`src/rtl/pc_stack_unit.sv`:
```
// Program counter with relative/absolute jumps and a return-address stack (RAS).
// Optional PC_BOUNDS_CHECK_EN adds PC_LIMIT and a sticky fault output.
module pc_stack_unit #(
    parameter int                ADDR_W      = 16,
    parameter logic [ADDR_W-1:0] RESET_VEC   = '0,
    parameter int                INC         = 1,
    parameter int                STACK_DEPTH = 4
`ifdef PC_BOUNDS_CHECK_EN
    ,
    parameter logic [ADDR_W-1:0] PC_LIMIT    = {ADDR_W{1'b1}}
`endif
) (
    input  logic                             clk,
    input  logic                             reset,
    input  logic                             stall,
    input  logic                             pc_en,
    input  logic                             jmp,
    input  logic [ADDR_W-1:0]                offset,
    input  logic                             jabs,
    input  logic                             call,
    input  logic                             ret,
    input  logic [ADDR_W-1:0]                target,
    input  logic                             err_clr,
    output logic [ADDR_W-1:0]                pc_out,
    output logic [$clog2(STACK_DEPTH+1)-1:0] sp_out,
    output logic                             stk_full,
    output logic                             stk_empty,
    output logic                             ovf,
    output logic                             unf
`ifdef PC_BOUNDS_CHECK_EN
    ,
    output logic                             fault
`endif
);

    localparam int                SP_W   = $clog2(STACK_DEPTH + 1);
    localparam int                IDX_W  = (STACK_DEPTH > 1) ? $clog2(STACK_DEPTH) : 1;
    localparam logic [SP_W-1:0]   SP_MAX = SP_W'(STACK_DEPTH);
    localparam logic [ADDR_W-1:0] INC_V  = ADDR_W'(INC);

    logic [ADDR_W-1:0] pc, pc_nxt, pc_inc, pc_rel, ras_top;
    logic [SP_W-1:0]   sp, sp_nxt, sp_inc, sp_dec;
    logic [IDX_W-1:0]  push_idx, pop_idx;
    logic              push, redirect, ovf_set, unf_set;
    logic [ADDR_W-1:0] ras [STACK_DEPTH];

    assign pc_inc   = pc + INC_V;
    assign pc_rel   = pc + offset;
    assign sp_inc   = sp + SP_W'(1);
    assign sp_dec   = sp - SP_W'(1);
    assign push_idx = sp[IDX_W-1:0];
    assign pop_idx  = sp_dec[IDX_W-1:0];
    assign ras_top  = ras[pop_idx];

`ifdef PC_BOUNDS_CHECK_EN
    logic              fault_set;
    logic [ADDR_W:0]   inc_wide;
    logic              inc_over;

    // Carry-extended so an increment that wraps past 2^ADDR_W also counts as crossing.
    assign inc_wide = {1'b0, pc} + {1'b0, INC_V};
    assign inc_over = inc_wide > {1'b0, PC_LIMIT};
`endif

    // One operation per cycle, chosen strictly by priority; stall freezes everything.
    always_comb begin
        pc_nxt   = pc;
        sp_nxt   = sp;
        push     = 1'b0;
        redirect = 1'b0;
        ovf_set  = 1'b0;
        unf_set  = 1'b0;
`ifdef PC_BOUNDS_CHECK_EN
        fault_set = 1'b0;
`endif
        if (!stall) begin
            if (ret) begin
                if (sp != '0) begin
                    pc_nxt   = ras_top;
                    sp_nxt   = sp_dec;
                    redirect = 1'b1;
                end else begin
                    unf_set = 1'b1;
                end
            end else if (call) begin
                pc_nxt   = target;
                redirect = 1'b1;
                if (sp == SP_MAX) begin
                    ovf_set = 1'b1;
                end else begin
                    push   = 1'b1;
                    sp_nxt = sp_inc;
                end
            end else if (jabs) begin
                pc_nxt   = target;
                redirect = 1'b1;
            end else if (jmp) begin
                pc_nxt   = pc_rel;
                redirect = 1'b1;
            end else if (pc_en) begin
                pc_nxt = pc_inc;
            end
`ifdef PC_BOUNDS_CHECK_EN
            if (redirect && (pc_nxt > PC_LIMIT)) begin
                pc_nxt    = pc;
                sp_nxt    = sp;
                push      = 1'b0;
                ovf_set   = 1'b0;
                fault_set = 1'b1;
            end else if (!redirect && !ret && pc_en && inc_over) begin
                pc_nxt = RESET_VEC;
            end
`endif
        end
    end

    always_ff @(posedge clk or negedge reset) begin
        if (!reset) begin
            pc  <= RESET_VEC;
            sp  <= '0;
            ovf <= 1'b0;
            unf <= 1'b0;
`ifdef PC_BOUNDS_CHECK_EN
            fault <= 1'b0;
`endif
        end else if (!stall) begin
            pc  <= pc_nxt;
            sp  <= sp_nxt;
            // A set event in the same cycle as err_clr leaves the flag set.
            ovf <= ovf_set | (ovf & ~err_clr);
            unf <= unf_set | (unf & ~err_clr);
`ifdef PC_BOUNDS_CHECK_EN
            fault <= fault_set | (fault & ~err_clr);
`endif
        end
    end

    // Stack contents need no reset: only entries below sp are ever read.
    always_ff @(posedge clk) begin
        if (push) begin
            ras[push_idx] <= pc_inc;
        end
    end

    assign pc_out    = pc;
    assign sp_out    = sp;
    assign stk_full  = (sp == SP_MAX);
    assign stk_empty = (sp == '0);

endmodule

```
`config.mk`:
```
export PLATFORM = sky130hd
export DESIGN_NAME = pc_stack_unit
export DESIGN_NICKNAME = d
export VERILOG_FILES = /design/src/rtl/pc_stack_unit.sv
export SDC_FILE = /design/constraint.sdc
export NUM_CORES = 1
export LEC_CHECK = 0
export CELL_PAD_IN_SITES_DETAIL_PLACEMENT = 1
export CELL_PAD_IN_SITES_GLOBAL_PLACEMENT = 1
export CORE_MARGIN = 10
export CORE_UTILIZATION = 30
export CTS_CLUSTER_SIZE = 25
export DETAILED_ROUTE_END_ITERATION = 8
export PLACE_DENSITY = 0.54
export SLEW_MARGIN = 10
export SYNTH_ARGS = -nofsm -noshare
export SYNTH_HDL_FRONTEND = slang
export SYNTH_SLANG_ARGS = --single-unit
```
`constraint.sdc`:
```
create_clock -name clk -period 8.05 [get_ports clk]
set_input_delay 0.805 -clock clk [delete_from_list [all_inputs] [get_ports clk]]
set_output_delay 0.805 -clock clk [all_outputs]
set_load 0.02 [all_outputs]
```
==> qor.txt, run 1 <==
Met3 wire len - 481 um
Crit path max-delay family - buffers and inverters
Async SR Flop Fraction - 0.247
Post-CTS Hold Fix Bufs - 0
Pwr per Cell Area - 361 nW/um^2
CP Capture Type - flop
Max cap viols - 0
Die Span X - 147 um
# nets final - 533
Drt drc - 0
Worst EP required - 8.27 ns
Post-Layout Inst Area - 6010 um^2
GRT Total Usage - 0.139
Insertion delay to the later sink of the worst-skew pair - 0.34 ns
Share of layout cells above drive strength 1 - 0.0992
Worst-case clock buffer depth - 2
DR vias - 3604
Congestion Overflow GR - 0
Worst Hold Class - reg2reg
Seq cells post-synth - 85
Ports - 64
Largest net degree at the start of global routing - 26
Setup violations, final - 0
Max layer used - met4
CTS root buffer - clkbuf_16
Fin Setup TNS - 0 ns
First-pass GRT wire length - 23500 um
Final min period - 3.22 ns
Skew final - 0.00432 ns
Combinational Power Share - 0.485
Crit path launch - ret
Clock tree sinks - 85
Die area - 21600 um^2
RePlAce Congestion - 0.831
Buf+Inv Stages, Crit Path - 2
Die Y - 147 um
Net Switching - 0.878 mW
Mapped Nets - 476
Core Area - 15900 um^2
Internal power - 1.29 mW
Initial antenna violation count - 0
Synth Instances - 412
Sw frac - 0.405
Commonest non-fill, non-tap cell in the layout - edfxtp_1
Cts bufs inserted - 9
First drt pass iteration count - 4
Setup Fix Bufs, Post-CTS - 0
Synth unique cells - 60
DR vias/cell - 5.22
Post-DR wirelength/cell - 21.7 um
Syn Area/Cell - 11.8 um^2
Htree depth - 3
Fin. Hold Viols - 0
Multi-input gate area - 2280 um^2
Fmax achieved - 0.311 GHz
Slowest stage delay, CP - 0.89 ns
Reg area - 2450 um^2
Cell Area, Synth - 4850 um^2
Final wirelength - 15000 um
Slowest CP cell - clkdlybuf4s50_1
Most used cell, CP - a21oi_1
Post-synthesis sequential area ratio - 0.505
Period utilization - 0.400
Crit path DAT - 3.44 ns
Fillers - 1744
VDD IR max - 0.158 mV
Initial Utilization - 0.305
Worst-Margin Slew - 0.961 ns
IO Port Bufs - 63
# rows - 46
Crit start category - input port
Reg2reg start - pc_out[0]$_DFFE_PN0P_
Crit Path Max Fanout - 25
CTS resizes - 0
Final Slew Violations - 0
Critical hold path startpoint - unf$_DFFE_PN0N_
Initial DRC Count - 278
Met2 WL - 6910 um
P&R area growth vs syn - 24.0%
RSZ-0062 raised after global routing - false
Remaining antenna violation count - 0
Clk slew on worst S/H paths - 0.06 ns
CTS tree - built
Synth warn - 0
Util after Layout - 0.378
Main synth FF type - edfxtp_1
Status - finished, final reports clean
# diodes - 0
Slew margin rel. - 0.354
Critical path type - in2reg
Number of synthesized flops with an enable pin - 64
Total Power - 2.17 mW
Met1 Routed Length - 7240 um
Clock power share - 0.190
Most frequent cells in the layout - 64 x edfxtp_1, 63 x clkdlybuf4s50_1, 35 x a21oi_1
Placement Cell Area - 5710 um^2
Cells along the critical path - clkdlybuf4s50_1 > a21oi_1 > o41ai_4 > buf_4 > or3_1 > o21ai_0 > a21oi_1
Leakage power - 2.13 nW
Seq pwr share - 0.324
Detailed Place HPWL - 11200 um
Number of global-route vias before repair - 3933
## path summary, 6_finish.rpt
path	endpoint	slack, ns	cells after the start
max reg2reg	pc_out[8]$_DFFE_PN0P_	5.32	8
min	unf$_DFFE_PN0N_	0.48	2
max	pc_out[14]$_DFFE_PN0P_	4.83	7
min reg2reg	unf$_DFFE_PN0N_	0.48	2
min in group asynchronous	pc_out[1]$_DFFE_PN0P_	0.82	2
max in group asynchronous	unf$_DFFE_PN0N_	6.98	2
## stage by stage
step / std cells / worst slack (ns) / hold slack (ns)
floorplan: 412 / 5.07 / 0.509
global placement: 674 / 4.57 / 0.467
detailed placement: 674 / 4.50 / 0.477
CTS: 690 / 4.84 / 0.491
global route: 690 / 4.61 / 0.551
finish: 690 / 4.83 / 0.481
## power groups by stage
| stage | Sequential, mW | Combinational (mW) | Clock (mW) |
|---|---|---|---|
| 5_1_grt | 0.717 | 1.16 | 0.438 |
| 3_5_place_dp | 0.712 | 1.06 | 0 |
| 2_1_floorplan | 0.734 | 0.628 | 0 |
| 4_1_cts | 0.705 | 1.07 | 0.419 |
| 3_3_place_gp | 0.708 | 1.05 | 0 |
| 6_report | 0.703 | 1.05 | 0.413 |
## cell usage after synthesis, types with 5 or more instances
master	instances	area, um^2
a211oi_1	5	37.5
a21o_1	6	45.0
a21oi_1	35	175
and2_1	7	43.8
and3_1	12	75.1
clkbuf_1	17	63.8
dfrtp_1	21	526
edfxtp_1	64	1920
ha_1	22	275
inv_1	9	33.8
mux4_2	16	360
nand2_1	32	120
nand3_1	10	50.1
nand4_1	9	56.3
nor2_1	17	63.8
o21ai_0	24	120
o31ai_1	5	37.5
or3_1	5	31.3
xnor2_1	16	140
xor2_1	9	78.8
## registers in the layout, indices dropped and copies added (netlist names)
| signal | count |
|---|---|
| ovf | 1 |
| sp_out | 3 |
| unf | 1 |
| ras | 64 |
| pc_out | 16 |
## tightest hold or removal path, cell delays in order, from the launching register on
cell and delay, ns:
dfrtp_1 0.34, nand2_1 0.05, o21ai_0 0.06
## area by class of cell
class / instances / share of cell area
timing repair buffer: 69 / 0.112
sequential: 85 / 0.407
tap: 216 / 0.0450
clock inverter: 7 / 0.0123
clock buffer: 9 / 0.0375
inverter: 10 / 0.00625
multi-input combinational: 294 / 0.379
## logic make-up after synthesis
| family | Yosys count | share of synthesized area |
|---|---|---|
| compound gates | 116 | 0.161 |
| simple gates | 109 | 0.115 |
| flops | 85 | 0.505 |
| buf+inv | 33 | 0.0274 |
| xor+xnor | 25 | 0.0452 |
| fa+ha+maj | 23 | 0.0609 |
| mux | 21 | 0.0855 |
## metal layers
layer | up-vias | global-route usage
met2 | 63 | 0.219
met5 | - | 0
met3 | 17 | 0.0190
li1 | 1711 | -
met4 | 0 | 0.0535
met1 | 1813 | 0.188
(Power assumes the default switching activity.)
==> run 2, diff against run 1 <==
--- a/config.mk
+++ b/config.mk
@@ -11,7 +11,7 @@
 export CORE_UTILIZATION = 30
 export CTS_CLUSTER_SIZE = 25
 export DETAILED_ROUTE_END_ITERATION = 8
-export PLACE_DENSITY = 0.54
+export PLACE_DENSITY = 0.56
 export SLEW_MARGIN = 10
 export SYNTH_ARGS = -nofsm -noshare
 export SYNTH_HDL_FRONTEND = slang
==> constraint.sdc (replaced) <==
create_clock -name clk -period 2.81 [get_ports clk]
set_input_delay 0.281 -clock clk [delete_from_list [all_inputs] [get_ports clk]]
set_output_delay 0.281 -clock clk [all_outputs]
set_load 0.02 [all_outputs]
==> run 2 against run 1 <==
Register-to-register slack worse by 5.1 ns. Critical path depth up 1. Via count up 4.6%. Setup slack got worse by 4.7 ns. Critical endpoint is now pc_out[10]$_DFFE_PN0P_. Sequential cell count did not move. Non-clock buffer count up 28. Hold slack worse by 0.17 ns. Sequential share of layout area decreased by 1.4 points.
==> qor.txt, run 2 (synthesized netlist as in run 1, its figures left out) <==
Status - finished, final reports clean (unchanged)
Pwr per Cell Area - 1030 nW/um^2 (was 361 nW/um^2)
Net Switching - 2.56 mW (was 0.878 mW)
Internal power - 3.86 mW (was 1.29 mW)
R2R setup slack - 0.18 ns (was 5.32 ns)
Slowest CP cell - fa_1 (was clkdlybuf4s50_1)
Placement Cell Area - 5930 um^2 (was 5710 um^2)
Fmax achieved - 0.380 GHz
CP Capture Type - flop (unchanged)
Post-Layout Inst Area - 6230 um^2 (was 6010 um^2)
Clock tree sinks - 85 (unchanged)
Worst EP required - 3.06 ns (was 8.27 ns)
Worst-case clock buffer depth - 2 (unchanged)
Post-CTS Hold Fix Bufs - 0 (unchanged)
Register name with the most flops - ras (unchanged)
Crit Reg-Reg Endpoint - pc_out[10]$_DFFE_PN0P_ (was pc_out[8]$_DFFE_PN0P_)
DP Cell Count - 702 (was 674)
Period utilization - 0.937
RSZ-0062 raised after global routing - false (unchanged)
Max FFs per register - 64 (unchanged)
Sw frac - 0.398 (was 0.405)
CTS resizes - 0 (unchanged)
First drt pass iteration count - 4 (unchanged)
Met1 Routed Length - 7390 um (was 7240 um)
Crit Path Max Fanout - 4 (was 25)
# diodes - 0 (unchanged)
Ports - 64 (unchanged)
Worst setup margin - 0.176 ns (was 4.83 ns)
Max layer used - met4 (unchanged)
Most frequent cells in the layout - 64 x edfxtp_1, 63 x clkdlybuf4s50_1, 34 x a21oi_1, 34 x buf_4, 32 x nand2_1 (was 64 x edfxtp_1, 63 x clkdlybuf4s50_1, 35 x a21oi_1)
Drt drc - 0 (unchanged)
Commonest non-fill, non-tap cell in the layout - edfxtp_1 (unchanged)
CTS tree - built (unchanged)
Slew margin rel. - 0.604 (was 0.354)
Worst slack at placement - -0.115 ns (was 4.50 ns)
Initial Utilization - 0.305 (unchanged)
Cells along the critical path - ha_1 > fa_1 > a21o_1 > a311o_1 > o211a_2 > a21oi_1 > mux2_2 > a31oi_1 (was clkdlybuf4s50_1 > a21oi_1 > o41ai_4 > buf_4 > or3_1 > o21ai_0 > a21oi_1)
Final min period - 2.63 ns
CTS root buffer - clkbuf_16 (unchanged)
Share of layout cells above drive strength 1 - 0.159 (was 0.0992)
Worst Hold Class - in2async (was reg2reg)
Initial antenna violation count - 0 (unchanged)
Worst-Margin Slew - 0.593 ns (was 0.961 ns)
Setup violations, final - 0 (unchanged)
Post-DR wirelength/cell - 21.6 um (was 21.7 um)
Met3 wire len - 581 um (was 481 um)
Remaining antenna violation count - 0 (unchanged)
Post-Layout Cell Count - 718 (was 690)
Fin. Hold Viols - 0 (unchanged)
Met2 WL - 7420 um (was 6910 um)
# nets final - 561 (was 533)
Combinational Power Share - 0.517 (was 0.485)
Slowest stage delay, CP - 0.42 ns (was 0.89 ns)
R2R depth - 8 (unchanged)
Crit path DAT - 2.88 ns (was 3.44 ns)
Insertion delay to the later sink of the worst-skew pair - 0.34 ns (about the same)
Skew final - 0.0113 ns (was 0.00432 ns)
# rows - 46 (unchanged)
Initial DRC Count - 249 (was 278)
Cts bufs inserted - 9 (unchanged)
Clk slew on worst S/H paths - 0.07 ns (was 0.06 ns)
Core Area - 15900 um^2 (unchanged)
RePlAce Congestion - 0.811 (was 0.831)
GRT Total Usage - 0.143 (was 0.139)
Crit start category - flop (was input port)
P&R area growth vs syn - 28.5% (was 24.0%)
Critical path type - reg2reg (was in2reg)
Total Power - 6.42 mW (was 2.17 mW)
Detailed Place HPWL - 11600 um (was 11200 um)
IO Port Bufs - 63 (unchanged)
Largest net degree at the start of global routing - 24 (was 26)
VDD IR max - 0.471 mV (was 0.158 mV)
Leakage power - 2.27 nW (was 2.13 nW)
Reg2reg start - pc_out[0]$_DFFE_PN0P_ (unchanged)
Clock power share - 0.189 (was 0.190)
First-pass GRT wire length - 24200 um (was 23500 um)
Setup Fix Bufs, Post-CTS - 0 (unchanged)
Die Span X - 147 um (unchanged)
Final Slew Violations - 0 (unchanged)
Htree depth - 3 (unchanged)
Congestion Overflow GR - 0 (unchanged)
Max cap viols - 0 (unchanged)
Die Y - 147 um (unchanged)
Final wirelength - 15500 um (was 15000 um)
DR vias - 3770 (was 3604)
Number of global-route vias before repair - 3917 (was 3933)
Fin Setup TNS - 0 ns (unchanged)
Seq pwr share - 0.294 (was 0.324)
Die area - 21600 um^2 (unchanged)
DR vias/cell - 5.25 (was 5.22)
run 2: cell types whose count changed in the layout (fill, tap and decap cells not counted):
cell / previous run / this run
a21oi_1: 35 / 34
a21oi_2: 0 / 1
and2_1: 7 / 3
and2_2: 0 / 4
buf_4: 6 / 34
run 2: through the flow:
step,hold slack (ns),utilization
finish,0.314,0.392
global placement,0.490,0.373
global route,0.348,0.392
floorplan,-0.0146,-
CTS,0.324,0.392
detailed placement,0.493,0.373
run 2: how the worst max path moves through the flow:
stage | depth (start not counted) | slack, ns | to | start
finish | 8 | 0.18 | pc_out[10]$_DFFE_PN0P_ | pc_out[0]$_DFFE_PN0P_
global route | 8 | 0.06 | pc_out[12]$_DFFE_PN0P_ | pc_out[0]$_DFFE_PN0P_
floorplan | 11 | -0.05 | pc_out[12]$_DFFE_PN0P_ | sp_out[0]$_DFFE_PN0P_
detailed placement | 9 | -0.12 | pc_out[12]$_DFFE_PN0P_ | offset[0]
global placement | 9 | -0.07 | pc_out[12]$_DFFE_PN0P_ | offset[0]
CTS | 8 | 0.15 | pc_out[12]$_DFFE_PN0P_ | pc_out[0]$_DFFE_PN0P_
run 2: power groups by stage:
stage          registers [mW]  logic [mW]  clock network, mW
2_1_floorplan            2.10        1.80                  0
3_3_place_gp             1.91        3.30                  0
3_5_place_dp             1.91        3.34                  0
4_1_cts                  1.89        3.37               1.23
5_1_grt                  1.92        3.64               1.30
6_report                 1.89        3.32               1.21
run 2: area by class of cell:
type,instances,area [um^2]
Inverter,10,37.5
Fill cell,1765,9660
Tap cell,216,270
Clock buffer,9,225
Sequential cell,85,2450
Multi-Input combinational cell,294,2290
Timing Repair Buffer,97,886
Clock inverter,7,73.8
run 2: worst max-delay path: cells and delay by family (launching register included):
family          cells  cell delay (ns)
mux                 1             0.35
compound gates      5             1.14
fa+ha+maj           2             0.65
flops               1             0.41
run 2: layer usage:
metal / vias up / GRT usage
met5: - / 0
met4: 0 / 0.0332
met3: 6 / 0.0240
met2: 80 / 0.235
met1: 1912 / 0.194
li1: 1772 / -
